===== config.mk =====
export PLATFORM = sky130hd
export DESIGN_NAME = color_scan_ctrl_flat
export DESIGN_NICKNAME = d
export VERILOG_FILES = /design/src/rtl/color_scan_if.sv /design/src/rtl/color_scan_ctrl.sv /design/src/flat_wrapper.sv
export SDC_FILE = /design/constraint.sdc
export NUM_CORES = 1
export LEC_CHECK = 0
export ABC_AREA = 1
export BUFFER_PORTS_ARGS = -buffer_cell sky130_fd_sc_hd__clkbuf_2
export CAP_MARGIN = 20
export CORE_UTILIZATION = 52
export DETAILED_ROUTE_END_ITERATION = 8
export PLACE_DENSITY = 0.92
export SYNTH_ARGS = -nofsm -noshare
export SYNTH_HDL_FRONTEND = slang
export SYNTH_SLANG_ARGS = --single-unit
export TNS_END_PERCENT = 100

===== constraint.sdc =====
create_clock -name clk_i -period 2.1 [get_ports clk_i]
set_clock_uncertainty 0.1 [all_clocks]
set_input_delay 0 -clock clk_i [delete_from_list [all_inputs] [get_ports clk_i]]
set_output_delay 0 -clock clk_i [all_outputs]
set_load 0.01 [all_outputs]

===== src/rtl/color_scan_if.sv =====
// Camera-writer, recognizer and shared frame-RAM signals seen by color_scan_ctrl.
// The controller takes the master modport; the peripherals (or a bench) take the slave modport.
interface color_scan_if;
  logic        cam_we;
  logic [14:0] cam_addr;
  logic        cam_done;
  logic [14:0] rec_addr;
  logic [7:0]  rec_color;
  logic        rec_done;
  logic        cap_enable;
  logic        rec_enable;
  logic [14:0] ram_addr;
  logic        ram_we;

  modport master (
    input  cam_we, cam_addr, cam_done, rec_addr, rec_color, rec_done,
    output cap_enable, rec_enable, ram_addr, ram_we
  );

  modport slave (
    output cam_we, cam_addr, cam_done, rec_addr, rec_color, rec_done,
    input  cap_enable, rec_enable, ram_addr, ram_we
  );
endinterface


===== src/rtl/color_scan_ctrl.sv =====
// Frame-by-frame color scan sequencer: capture, recognize, debounce and publish a color,
// with a per-frame watchdog and a shared frame-RAM port mux.
module color_scan_ctrl #(
  parameter logic [14:0] BYTES_PER_FRAME = 15'd19200,
  parameter int unsigned CONFIRM_COUNT   = 3,
  parameter logic [23:0] TIMEOUT_CYCLES  = 24'd2_000_000
) (
  input  logic         clk_i,
  input  logic         rst_ni,
  input  logic         start_i,
  input  logic         vsync_i,
  color_scan_if.master bus,
  output logic [14:0]  bytes_per_frame_o,
  output logic [7:0]   color_o,
  output logic         color_valid_o,
  output logic         busy_o,
  output logic         timeout_o
);

  localparam logic [2:0] S_IDLE    = 3'd0;
  localparam logic [2:0] S_WAIT    = 3'd1;
  localparam logic [2:0] S_CAPTURE = 3'd2;
  localparam logic [2:0] S_ANALYZE = 3'd3;
  localparam logic [2:0] S_UPDATE  = 3'd4;

  localparam logic [3:0] CONFIRM = 4'(CONFIRM_COUNT);

  logic [2:0]  state_q, state_d;
  logic [23:0] wd_q, wd_d;
  logic [1:0]  cand_q, cand_d;
  logic [3:0]  cnt_q, cnt_d;
  logic [7:0]  lat_q, lat_d;
  logic [1:0]  color_q, color_d;
  logic        valid_q, valid_d;

  logic wd_hit;
  logic lat_is_color;

  assign wd_hit       = (wd_q == TIMEOUT_CYCLES - 24'd1);
  assign lat_is_color = (lat_q[7:2] == 6'd0) && (lat_q[1:0] != 2'd0);

  // A done strobe arriving in the watchdog's last cycle takes priority over the timeout.
  always_comb begin
    state_d   = state_q;
    wd_d      = wd_q;
    cand_d    = cand_q;
    cnt_d     = cnt_q;
    lat_d     = lat_q;
    color_d   = color_q;
    valid_d   = valid_q;
    timeout_o = 1'b0;

    case (state_q)
      S_IDLE: begin
        wd_d = 24'd0;
        if (start_i) begin
          state_d = S_WAIT;
        end
      end

      S_WAIT: begin
        wd_d = wd_q + 24'd1;
        if (wd_hit) begin
          timeout_o = 1'b1;
          state_d   = S_IDLE;
          cnt_d     = 4'd0;
          wd_d      = 24'd0;
        end else if (!start_i) begin
          state_d = S_IDLE;
        end else if (vsync_i) begin
          state_d = S_CAPTURE;
        end
      end

      S_CAPTURE: begin
        wd_d = wd_q + 24'd1;
        if (bus.cam_done) begin
          state_d = S_ANALYZE;
        end else if (wd_hit) begin
          timeout_o = 1'b1;
          state_d   = S_IDLE;
          cnt_d     = 4'd0;
          wd_d      = 24'd0;
        end
      end

      S_ANALYZE: begin
        wd_d = wd_q + 24'd1;
        if (bus.rec_done) begin
          lat_d   = bus.rec_color;
          state_d = S_UPDATE;
        end else if (wd_hit) begin
          timeout_o = 1'b1;
          state_d   = S_IDLE;
          cnt_d     = 4'd0;
          wd_d      = 24'd0;
        end
      end

      S_UPDATE: begin
        if (lat_is_color) begin
          if (lat_q[1:0] == cand_q) begin
            cnt_d = (cnt_q == 4'd15) ? 4'd15 : cnt_q + 4'd1;
          end else begin
            cand_d = lat_q[1:0];
            cnt_d  = 4'd1;
          end
        end else begin
          cand_d = 2'd0;
          cnt_d  = 4'd0;
        end
        if (cnt_d == CONFIRM) begin
          color_d = cand_d;
          valid_d = 1'b1;
        end
        wd_d    = 24'd0;
        state_d = start_i ? S_WAIT : S_IDLE;
      end

      default: begin
        state_d = S_IDLE;
        wd_d    = 24'd0;
      end
    endcase
  end

  always_ff @(posedge clk_i or negedge rst_ni) begin
    if (!rst_ni) begin
      state_q <= S_IDLE;
      wd_q    <= 24'd0;
      cand_q  <= 2'd0;
      cnt_q   <= 4'd0;
      lat_q   <= 8'd0;
      color_q <= 2'd0;
      valid_q <= 1'b0;
    end else begin
      state_q <= state_d;
      wd_q    <= wd_d;
      cand_q  <= cand_d;
      cnt_q   <= cnt_d;
      lat_q   <= lat_d;
      color_q <= color_d;
      valid_q <= valid_d;
    end
  end

  // Only the camera writer may ever write the frame RAM.
  always_comb begin
    bus.ram_addr = 15'd0;
    bus.ram_we   = 1'b0;
    if (state_q == S_CAPTURE) begin
      bus.ram_addr = bus.cam_addr;
      bus.ram_we   = bus.cam_we;
    end else if (state_q == S_ANALYZE) begin
      bus.ram_addr = bus.rec_addr;
    end
  end

  assign bus.cap_enable    = (state_q == S_CAPTURE);
  assign bus.rec_enable    = (state_q == S_ANALYZE);
  assign busy_o            = (state_q != S_IDLE);
  assign color_o           = {6'd0, color_q};
  assign color_valid_o     = valid_q;
  assign bytes_per_frame_o = BYTES_PER_FRAME;

endmodule


===== src/flat_wrapper.sv =====
// flat-port wrapper written by rule: the top's interface ports become plain ports
module color_scan_ctrl_flat 
#(
  parameter logic [14:0] BYTES_PER_FRAME = 15'd19200,
  parameter int unsigned CONFIRM_COUNT   = 3,
  parameter logic [23:0] TIMEOUT_CYCLES  = 24'd2_000_000
)
  (clk_i, rst_ni, start_i, vsync_i, bytes_per_frame_o, color_o, color_valid_o, busy_o, timeout_o, bus_cam_we, bus_cam_addr, bus_cam_done, bus_rec_addr, bus_rec_color, bus_rec_done, bus_cap_enable, bus_rec_enable, bus_ram_addr, bus_ram_we);
  color_scan_if bus_i ();
  input  logic clk_i;
  input  logic rst_ni;
  input  logic start_i;
  input  logic vsync_i;
  output logic [14:0] bytes_per_frame_o;
  output logic [7:0] color_o;
  output logic color_valid_o;
  output logic busy_o;
  output logic timeout_o;
  input wire logic [$bits(bus_i.cam_we)-1:0] bus_cam_we;
  input wire logic [$bits(bus_i.cam_addr)-1:0] bus_cam_addr;
  input wire logic [$bits(bus_i.cam_done)-1:0] bus_cam_done;
  input wire logic [$bits(bus_i.rec_addr)-1:0] bus_rec_addr;
  input wire logic [$bits(bus_i.rec_color)-1:0] bus_rec_color;
  input wire logic [$bits(bus_i.rec_done)-1:0] bus_rec_done;
  output wire logic [$bits(bus_i.cap_enable)-1:0] bus_cap_enable;
  output wire logic [$bits(bus_i.rec_enable)-1:0] bus_rec_enable;
  output wire logic [$bits(bus_i.ram_addr)-1:0] bus_ram_addr;
  output wire logic [$bits(bus_i.ram_we)-1:0] bus_ram_we;
  assign bus_i.cam_we = bus_cam_we;
  assign bus_i.cam_addr = bus_cam_addr;
  assign bus_i.cam_done = bus_cam_done;
  assign bus_i.rec_addr = bus_rec_addr;
  assign bus_i.rec_color = bus_rec_color;
  assign bus_i.rec_done = bus_rec_done;
  assign bus_cap_enable = bus_i.cap_enable;
  assign bus_rec_enable = bus_i.rec_enable;
  assign bus_ram_addr = bus_i.ram_addr;
  assign bus_ram_we = bus_i.ram_we;
  color_scan_ctrl #(.BYTES_PER_FRAME(BYTES_PER_FRAME), .CONFIRM_COUNT(CONFIRM_COUNT), .TIMEOUT_CYCLES(TIMEOUT_CYCLES)) u_core (.clk_i(clk_i), .rst_ni(rst_ni), .start_i(start_i), .vsync_i(vsync_i), .bus(bus_i), .bytes_per_frame_o(bytes_per_frame_o), .color_o(color_o), .color_valid_o(color_valid_o), .busy_o(busy_o), .timeout_o(timeout_o));
endmodule

* After elaboration in Yosys (flattened, before gate mapping) *
Cells that the tools add are included.

word-level totals
  bits of input ports = 45
  logic and storage cells = 61
  flip-flop bits (word level) = 44
  latch bits = 0
  memories = 0
  output and inout bits = 44
  ROM bits = 0
  bits in writable memories = 0

operators by class
  reduce and logical (&&, ||, !) cells = 10
  multiply operators = 0
  div/mod/pow operators = 0
  muxes and demuxes = 30
  add/subtract/negate cells = 2
  shift operators = 0
  bitwise gates (word level) = 0
  magnitude comparators = 0
  eq/ne operators = 12

operators by type and width
  kind                     count
  $mux W24                 3
  $pmux W24 S3             1
  $mux W15                 2
  $mux W4                  7
  $add A24 B1 Y24 const B  1
  $eq A24 B21 Y1 const B   1
  $mux W3                  7
  $pmux W4 S4              1
  $pmux W3 S5              1
  $eq A3 B2 Y1 const B     2
  $logic_not A6 Y1         1
  $ne A2 B2 Y1 const B     3
  $reduce_and A2 Y1        3
  $mux W1                  5
  $add A4 B1 Y4 const B    1
  $eq A4 B2 Y1 const B     1
  $eq A4 B4 Y1 const B     1
  $mux W2                  2
  $ne A4 B3 Y1 const B     1
  $reduce_bool A4 Y1       1
  $eq A3 B1 Y1 const B     1
  $eq A3 B3 Y1 const B     1
  $logic_not A3 Y1         1
  $pmux W1 S3              1
  other kinds (5)          5

* Longest topological paths before layout *
Gate-level depths: netlist of run 1.

  depth in word-level cells = 7
  depth in mapped cells = 11

* Least setup slack after synthesis of run 1 *
Ideal clock, no wire load.

  kind = register to register
  from = reg u_core.wd_q[0]
  to = reg u_core.wd_q[7]
  clock period less this slack = 1669 ps
  setup slack = 431 ps
  arrival time = 1448 ps
  cell stages (with the launch flop) = 10
  buffers on the path = 1
  data required time = 1879 ps
  cell sequence = dfrtp_1 -> ha_1 -> nand3_2 -> nor2_1 -> nand3_2 -> nand2_1 -> nand2_2 -> nor2_4 -> buf_6 -> nor2_1

on the way
  word-level cells in the longest chain between the ends = 4

RTL lines
  item                                                      RTL line                                                             source
  start, declared                                           color_scan_ctrl.sv:29                                                logic [23:0] wd_q, wd_d;
  start signal, assigned                                    color_scan_ctrl.sv:138                                               wd_q <= wd_d;
  $add A24 B1 Y24 / $eq A24 B21 Y1 (equally long branches)  -
  $mux W24                                                  color_scan_ctrl.sv:63, color_scan_ctrl.sv:79, color_scan_ctrl.sv:92
  $mux W24 (on tied branches)                               color_scan_ctrl.sv:89, color_scan_ctrl.sv:77
  $pmux W24 S3 *                                            color_scan_ctrl.sv:53                                                case (state_q)
  named net u_core.wd_d[7]                                  color_scan_ctrl.sv:29

Mark *: on every way through the listed nets, which the timed path passes. The rest lies on a longest branch.
A chain may end at the register's enable or synchronous reset.

* Worst setup path after layout of run 1 *
  from = reg u_core.wd_q[0]
  to = reg u_core.wd_q[10]

Same word-level chain as after synthesis.

==> run summary, run 1 <==
Initial Util - 55.10%
GR Util met1 - 26.39%
number of routed nets with antenna violations - 0
Worst path max stage delay - 0.43 ns
RSZ-0062 raised after global routing - no
Die H - 76.26 um
WL final - 6.639 mm
Core ar. - 5205 um2
Vias - 2838
largest net degree at the start of global routing - 45
PwrDens - 973.5 nW/um2
CP endpoint kind - register
storage element area - 1101 um2
total CTS buffers - 5
fin crit period - 1.877 ns
Hold Vio Cnt, Final - 0
Syn-to-layout area delta - 18.98%
Static Leak - 1.782 nW
Die Span X - 76.26 um
CP max stage cell - dfrtp_1
Cell Area, Placed - 3204 um2
met2 Track Usage GR - 41.53%
Synth area leaders - dfrtp_1 (38%), nand2_1 (15%), nor2_1 (8.6%)
top cell type's share of synthesized area - 38.39%
Max Cap Viol - 0
Final Core Density - 65.55%
sequential fraction of the synthesis area - 38.39%
1st-iter DRT viols - 200
largest area contributor in the netlist - dfrtp_1
HPWL after DPL - 4.887 mm
outcome - complete, no violations
Worst EP required - 2.18 ns
I/O pin count - 89
crit-path max FO - 22
yosys warns - 0
Unique masters post-synth - 29
worst hold-check path type - in2reg
worst-path cell chain - ha_1 > nand3_2 > nor2_1 > nand3_2 > nand2_1 > nand2_2 > nor2_4 > buf_12 > nor2_1
FF-to-FF setup slack - 0.22 ns
Critical R2R Capture - u_core.wd_q[10]
fmax - 532.8 MHz
Mapped Area - 2868 um2
Worst-path clk slew - 0.09 ns
TritonCTS clock tree - done
share of layout cells above drive strength 1 - 20.00%
DRT Pass-1 Iters - 4
Via density - 5.068
clk sinks - 44
Final Slew Violations - 0
Final setup viols - 0
slew margin rel. - 64.16%
Peak supply drop - 0.5701 mV
crit path capture - u_core.wd_q[10]
first-pass GRT wire length - 10.78 mm
Tot GR Track Use - 23.04%
Power Total - 0.003321 W
worst slew pin tran - 0.5376 ns
Worst Reg-to-Reg Cells - 9
Layout Nets - 536
commonest cells after routing, fill and taps aside - nand2_1 (118), clkbuf_2 (67), nor2_1 (66)
Clock Root Buffer - clkbuf_8
syn avg cell area - 7.012 um2
Reg-to-Reg Start - u_core.wd_q[0]
number of synthesized flops with an enable pin - 0
register bit total from synthesis - 44
count of input and output buffers - 67
average wire per standard cell - 11.86 um
GP Congestion - 0.9247
top_reg_cell synth - dfrtp_1
Startpoint Class - register
die footprint - 5816 um2
Antenna Cells - 0
Worst EP arrival - 1.96 ns
post_cts resized - 0
post-route cell area - 3412 um2
initial antenna violation count - 0
Tcrit/Tclk final - 89.37%
crit path launch - u_core.wd_q[0]
vias in the first global route - 2581
Residual DRC - 0
Max Buffers Root-to-Sink - 2
fraction of registers with async set/reset - 100.0%
setup_tns - 0 ns
CTS H-tree depth - 2
Crit Path Class - reg2reg
grt ovf - 0
Multi-input gate area - 1446 um2
commonest non-fill, non-tap cell in the layout - nand2_1
Post-Syn Instances - 409
worst skew pair latency - 0.30 ns
Top Usage Layer GRT - met2
met3 usage - 4.311%
placement row count - 26
Fill cells - 448
[cell type report]
type / instances / area share [%]
Multi-Input combinational cell: 306 / 42.39
Inverter: 51 / 5.611
Clock buffer: 6 / 2.127
Tap cell: 70 / 2.567
Sequential cell: 44 / 32.27
Timing Repair Buffer: 81 / 14.01
Clock inverter: 2 / 1.027
[stage by stage]
stage	setup WS (ns)	hold WS [ns]	std cells
floorplan	0.4309	-0.3956	428
global placement	0.3303	0.002113	542
detailed placement	0.2708	0.008839	542
CTS	0.2331	0.0006740	560
global route	0.05485	0.06922	560
finish	0.2233	0.002143	560
[cells in the mapped netlist, types with 2 or more instances]
cell type,n
nand2_1,118
nor2_1,66
inv_1,48
dfrtp_1,44
buf_4,21
nand3_1,20
a22o_1,15
o21ai_0,11
nor3_1,9
xor2_1,9
nor2_2,8
nand4_1,5
a21oi_1,4
buf_2,4
inv_2,3
nand2_2,3
nand3_2,3
xnor2_1,3
buf_6,2
conb_1,2
ha_1,2
or2_2,2
[where the power goes]
group          internal, W  switching (W)
combinational     0.000600       0.000893
sequential         0.00102       0.000161
clock             0.000353       0.000292
total              0.00198        0.00135
[worst min-delay path by stage]
| stage | start | end | cells past startpoint |
|---|---|---|---|
| after CTS | bus_rec_done | u_core.state_q[1] | 4 |
| after detailed placement | rst_ni | u_core.wd_q[5] | 2 |
| after global routing | bus_rec_done | u_core.state_q[1] | 4 |
| after global placement | rst_ni | u_core.wd_q[6] | 2 |
| final | bus_rec_done | u_core.state_q[1] | 4 |
| after floorplan | rst_ni | u_core.cand_q[0] | 0 |
[cell families after synthesis]
logic type | share of synthesized area, %
AO/OA/AOI/OAI | 7.941
XOR/XNOR | 3.665
adder cells (fa/ha/maj) | 0.8725
buffers and inverters | 13.66
flip-flops | 38.39
other | 0.2619
AND/OR/NAND/NOR | 35.21
[per-layer routing]
metal  wire, um  part of all wire, %
met5          0                    0
met4        133                  2.0
met3        473                  7.1
met2       3341                   50
met1       2689                   41
[sequential cells by signal, indices dropped and copies added, names as in the netlist]
register              count
u_core.lat_q              8
u_core.state_q            3
u_core.color_q            2
u_core.color_valid_o      1
u_core.wd_q              24
u_core.cand_q             2
u_core.cnt_q              4
[worst max-delay path, delay by kind of cell, from the launching register on]
| family | cells | cell delay, ns |
|---|---|---|
| and+or+nand+nor | 7 | 0.78 |
| buffers and inverters | 1 | 0.17 |
| adders and majority gates | 1 | 0.28 |
| DFF | 1 | 0.43 |
[repair_timing]
item                      CTS  global route
hold buffers               10             0
hold endpoints to repair   53             0
buffers inserted            0             0
No activity file was read; power rests on OpenSTA's default activity.
==> run 2: changes to the inputs <==
- CELL_PAD_IN_SITES_DETAIL_PLACEMENT: not set -> 1
- CELL_PAD_IN_SITES_GLOBAL_PLACEMENT: not set -> 1
- CORE_UTILIZATION: 52 -> 36
- HOLD_SLACK_MARGIN: not set -> 0.15
- PLACE_DENSITY: 0.92 -> 0.91
==> run summary, run 2 (synthesis gave the netlist of run 1 again) <==
Die H - 91.25 um (+20%)
Layout Nets - 544 (+1.5%)
Fill cells - 1018 (+130%)
crit-path max FO - 11 (-50%)
Max Cap Viol - 0 (unchanged)
most flop-heavy register - u_core.wd_q
kind of cell adding the most delay to the critical path - buffers and inverters
Residual DRC - 0 (unchanged)
Die Span X - 91.25 um (+20%)
1st-iter DRT viols - 111 (-45%)
Tcrit/Tclk final - 94.93% (+5.6 points)
Final setup viols - 0 (unchanged)
Crit Path Class - reg2reg
Clk network pwr share - 18.9% (-0.5 points)
I/O pin count - 89 (unchanged)
Startpoint Class - register
Initial Util - 37.11% (-18 points)
fmax - 501.6 MHz (-5.9%)
Vias - 2944 (+3.7%)
Setup WS post-layout - 0.1066 ns (-0.1167 ns)
count of input and output buffers - 67 (unchanged)
Switching Share - 42.54% (+2.0 points)
post-route cell area - 3550 um2 (+4.0%)
worst hold-check path type - in2out
Via density - 4.907 (-3.2%)
Core ar. - 7727 um2 (+48%)
outcome - complete, no violations
Worst EP required - 2.25 ns (+0.07 ns)
die footprint - 8327 um2 (+43%)
worst skew pair latency - 0.31 ns (about the same)
max FFs per register - 24 (unchanged)
largest net degree at the start of global routing - 45 (unchanged)
RSZ-0062 raised after global routing - no
number of routed nets with antenna violations - 0 (unchanged)
Crit. path cell count - 7 (-2)
CP dominant cell by count - nand2_1
Max Buffers Root-to-Sink - 2 (unchanged)
Final Slew Violations - 0 (unchanged)
GP Congestion - 0.8643 (-6.5%)
slew margin rel. - 60.96% (-3.2 points)
DRT Pass-1 Iters - 4 (unchanged)
Placed Cells - 573 (+5.7%)
HPWL after DPL - 6.150 mm (+26%)
Syn-to-layout area delta - 23.78%
Worst path max stage delay - 0.54 ns (+0.11 ns)
Tot GR Track Use - 22.68% (-0.36 points)
Worst-path clk slew - 0.09 ns (about the same)
sw power - 0.001508 W (+12%)
clk sinks - 44 (unchanged)
PwrDens - 998.7 nW/um2 (+2.6%)
commonest non-fill, non-tap cell in the layout - nand2_1
average wire per standard cell - 14.72 um (+24%)
Flop pwr share - 34.3% (-1.3 points)
placement row count - 32 (+23%)
fin crit period - 1.993 ns (+0.1167 ns)
Worst EP arrival - 2.14 ns (+0.18 ns)
initial antenna violation count - 0 (unchanged)
WL final - 8.831 mm (+33%)
setup_tns - 0 ns (unchanged)
CTS H-tree depth - 2 (unchanged)
vias in the first global route - 3131 (+21%)
TritonCTS clock tree - done
CP endpoint kind - register
Antenna Cells - 0 (unchanged)
Peak supply drop - 0.3651 mV (-36%)
total CTS buffers - 5 (unchanged)
dpl ws - 0.2133 ns (-0.05750 ns)
Clock Root Buffer - clkbuf_8
largest registers - u_core.wd_q x24, u_core.lat_q x8, u_core.cnt_q x4
Buf/Inv on CP - 2 (+1)
grt ovf - 0 (unchanged)
Finished Layout Cells - 600 (+7.1%)
worst-path cell chain - nor2_1 > nand2_1 > nor2_4 > buf_4 > nand2_1 > nand2_1 > dlygate4sd3_1
share of layout cells above drive strength 1 - 19.88% (-0.12 points)
internal power - 0.002037 W (+3.1%)
CP max stage cell - dlygate4sd3_1
worst slew pin tran - 0.5855 ns (+0.04796 ns)
hold path depth - 4 (unchanged)
Cell Area, Placed - 3237 um2 (+1.0%)
Worst Reg-to-Reg Cells - 7 (-2)
commonest cells after routing, fill and taps aside - nand2_1 (118), clkbuf_2 (67), nor2_1 (66)
Gate power share - 46.8% (+1.9 points)
Static Leak - 1.823 nW (+2.3%)
first-pass GRT wire length - 15.05 mm (+40%)
Hold Vio Cnt, Final - 0 (unchanged)
## run 2: cell count changes in the layout (fill, tap and decap cells not counted), sizes merged
cell / change
buf: -1
clkbuf: -1
clkinv: +1
dlygate4sd3: +9
## run 2: final cells by class
cell class | instances | area (um2) | share of cell area, %
Sequential cell | 44 | 1102 | 31.05
Inverter | 51 | 191.4 | 5.393
Clock buffer | 5 | 68.82 | 1.939
Clock inverter | 3 | 47.55 | 1.339
Timing Repair Buffer | 89 | 560.5 | 15.79
Tap cell | 102 | 127.6 | 3.595
Multi-Input combinational cell | 306 | 1451 | 40.89
## run 2: worst reg2reg max path, delay by kind of cell, from the launching register on
kind	cells	cell delay (ns)
buffers and inverters	2	0.74
and+or+nand+nor	5	0.61
DFF	1	0.48
## run 2: worst paths after layout
| check | startpoint | endpoint | slack, ns |
|---|---|---|---|
| max in group asynchronous | rst_ni | u_core.state_q[2] | 1.25 |
| worst min register to register | u_core.color_q[0] | u_core.color_q[0] | 0.39 |
| worst max-delay path | u_core.state_q[2] | u_core.lat_q[6] | 0.11 |
| worst max register to register | u_core.state_q[2] | u_core.lat_q[6] | 0.11 |
| min in group asynchronous | rst_ni | u_core.cnt_q[3] | 0.21 |
| worst min-delay path | bus_cam_we | bus_ram_we | 0.18 |
## run 2: power groups by stage
| stage | registers, W | logic [W] | clock network, W |
|---|---|---|---|
| after CTS | 0.00120 | 0.00163 | 0.000687 |
| after global placement | 0.00118 | 0.00145 | 0 |
| final | 0.00122 | 0.00166 | 0.000671 |
| after detailed placement | 0.00121 | 0.00153 | 0 |
| after global routing | 0.00123 | 0.00185 | 0.000727 |
| after floorplan | 0.00115 | 0.00111 | 0 |
## run 2: stage by stage
stage | utilization (%) | total power [W] | hold WS [ns]
after global placement | 41.89 | 0.002631 | 0.01278
after floorplan | - | 0.002266 | -0.3956
after detailed placement | 41.89 | 0.002735 | 0.02683
after CTS | 45.85 | 0.003510 | 0.1882
final | 45.94 | 0.003545 | 0.1825
after global routing | 45.94 | 0.003808 | 0.2196
## run 2: per-layer routing
metal | wire (um) | track usage (%) | part of all wire, % | vias to the layer above
met5 | 0 | 0 | 0 | -
met4 | 128 | 6.878 | 1.4 | 0
met3 | 379 | 3.350 | 4.3 | 10
met2 | 4669 | 43.18 | 53 | 98
met1 | 3653 | 25.87 | 41 | 1431
li1 | - | - | - | 1405
## run 2: what timing repair did
action,CTS,global route
resized for setup,0,2
endpoints found under the setup margin,0,5
endpoints found under the hold margin,55,0
hold buffers,19,0
buffers inserted,0,0
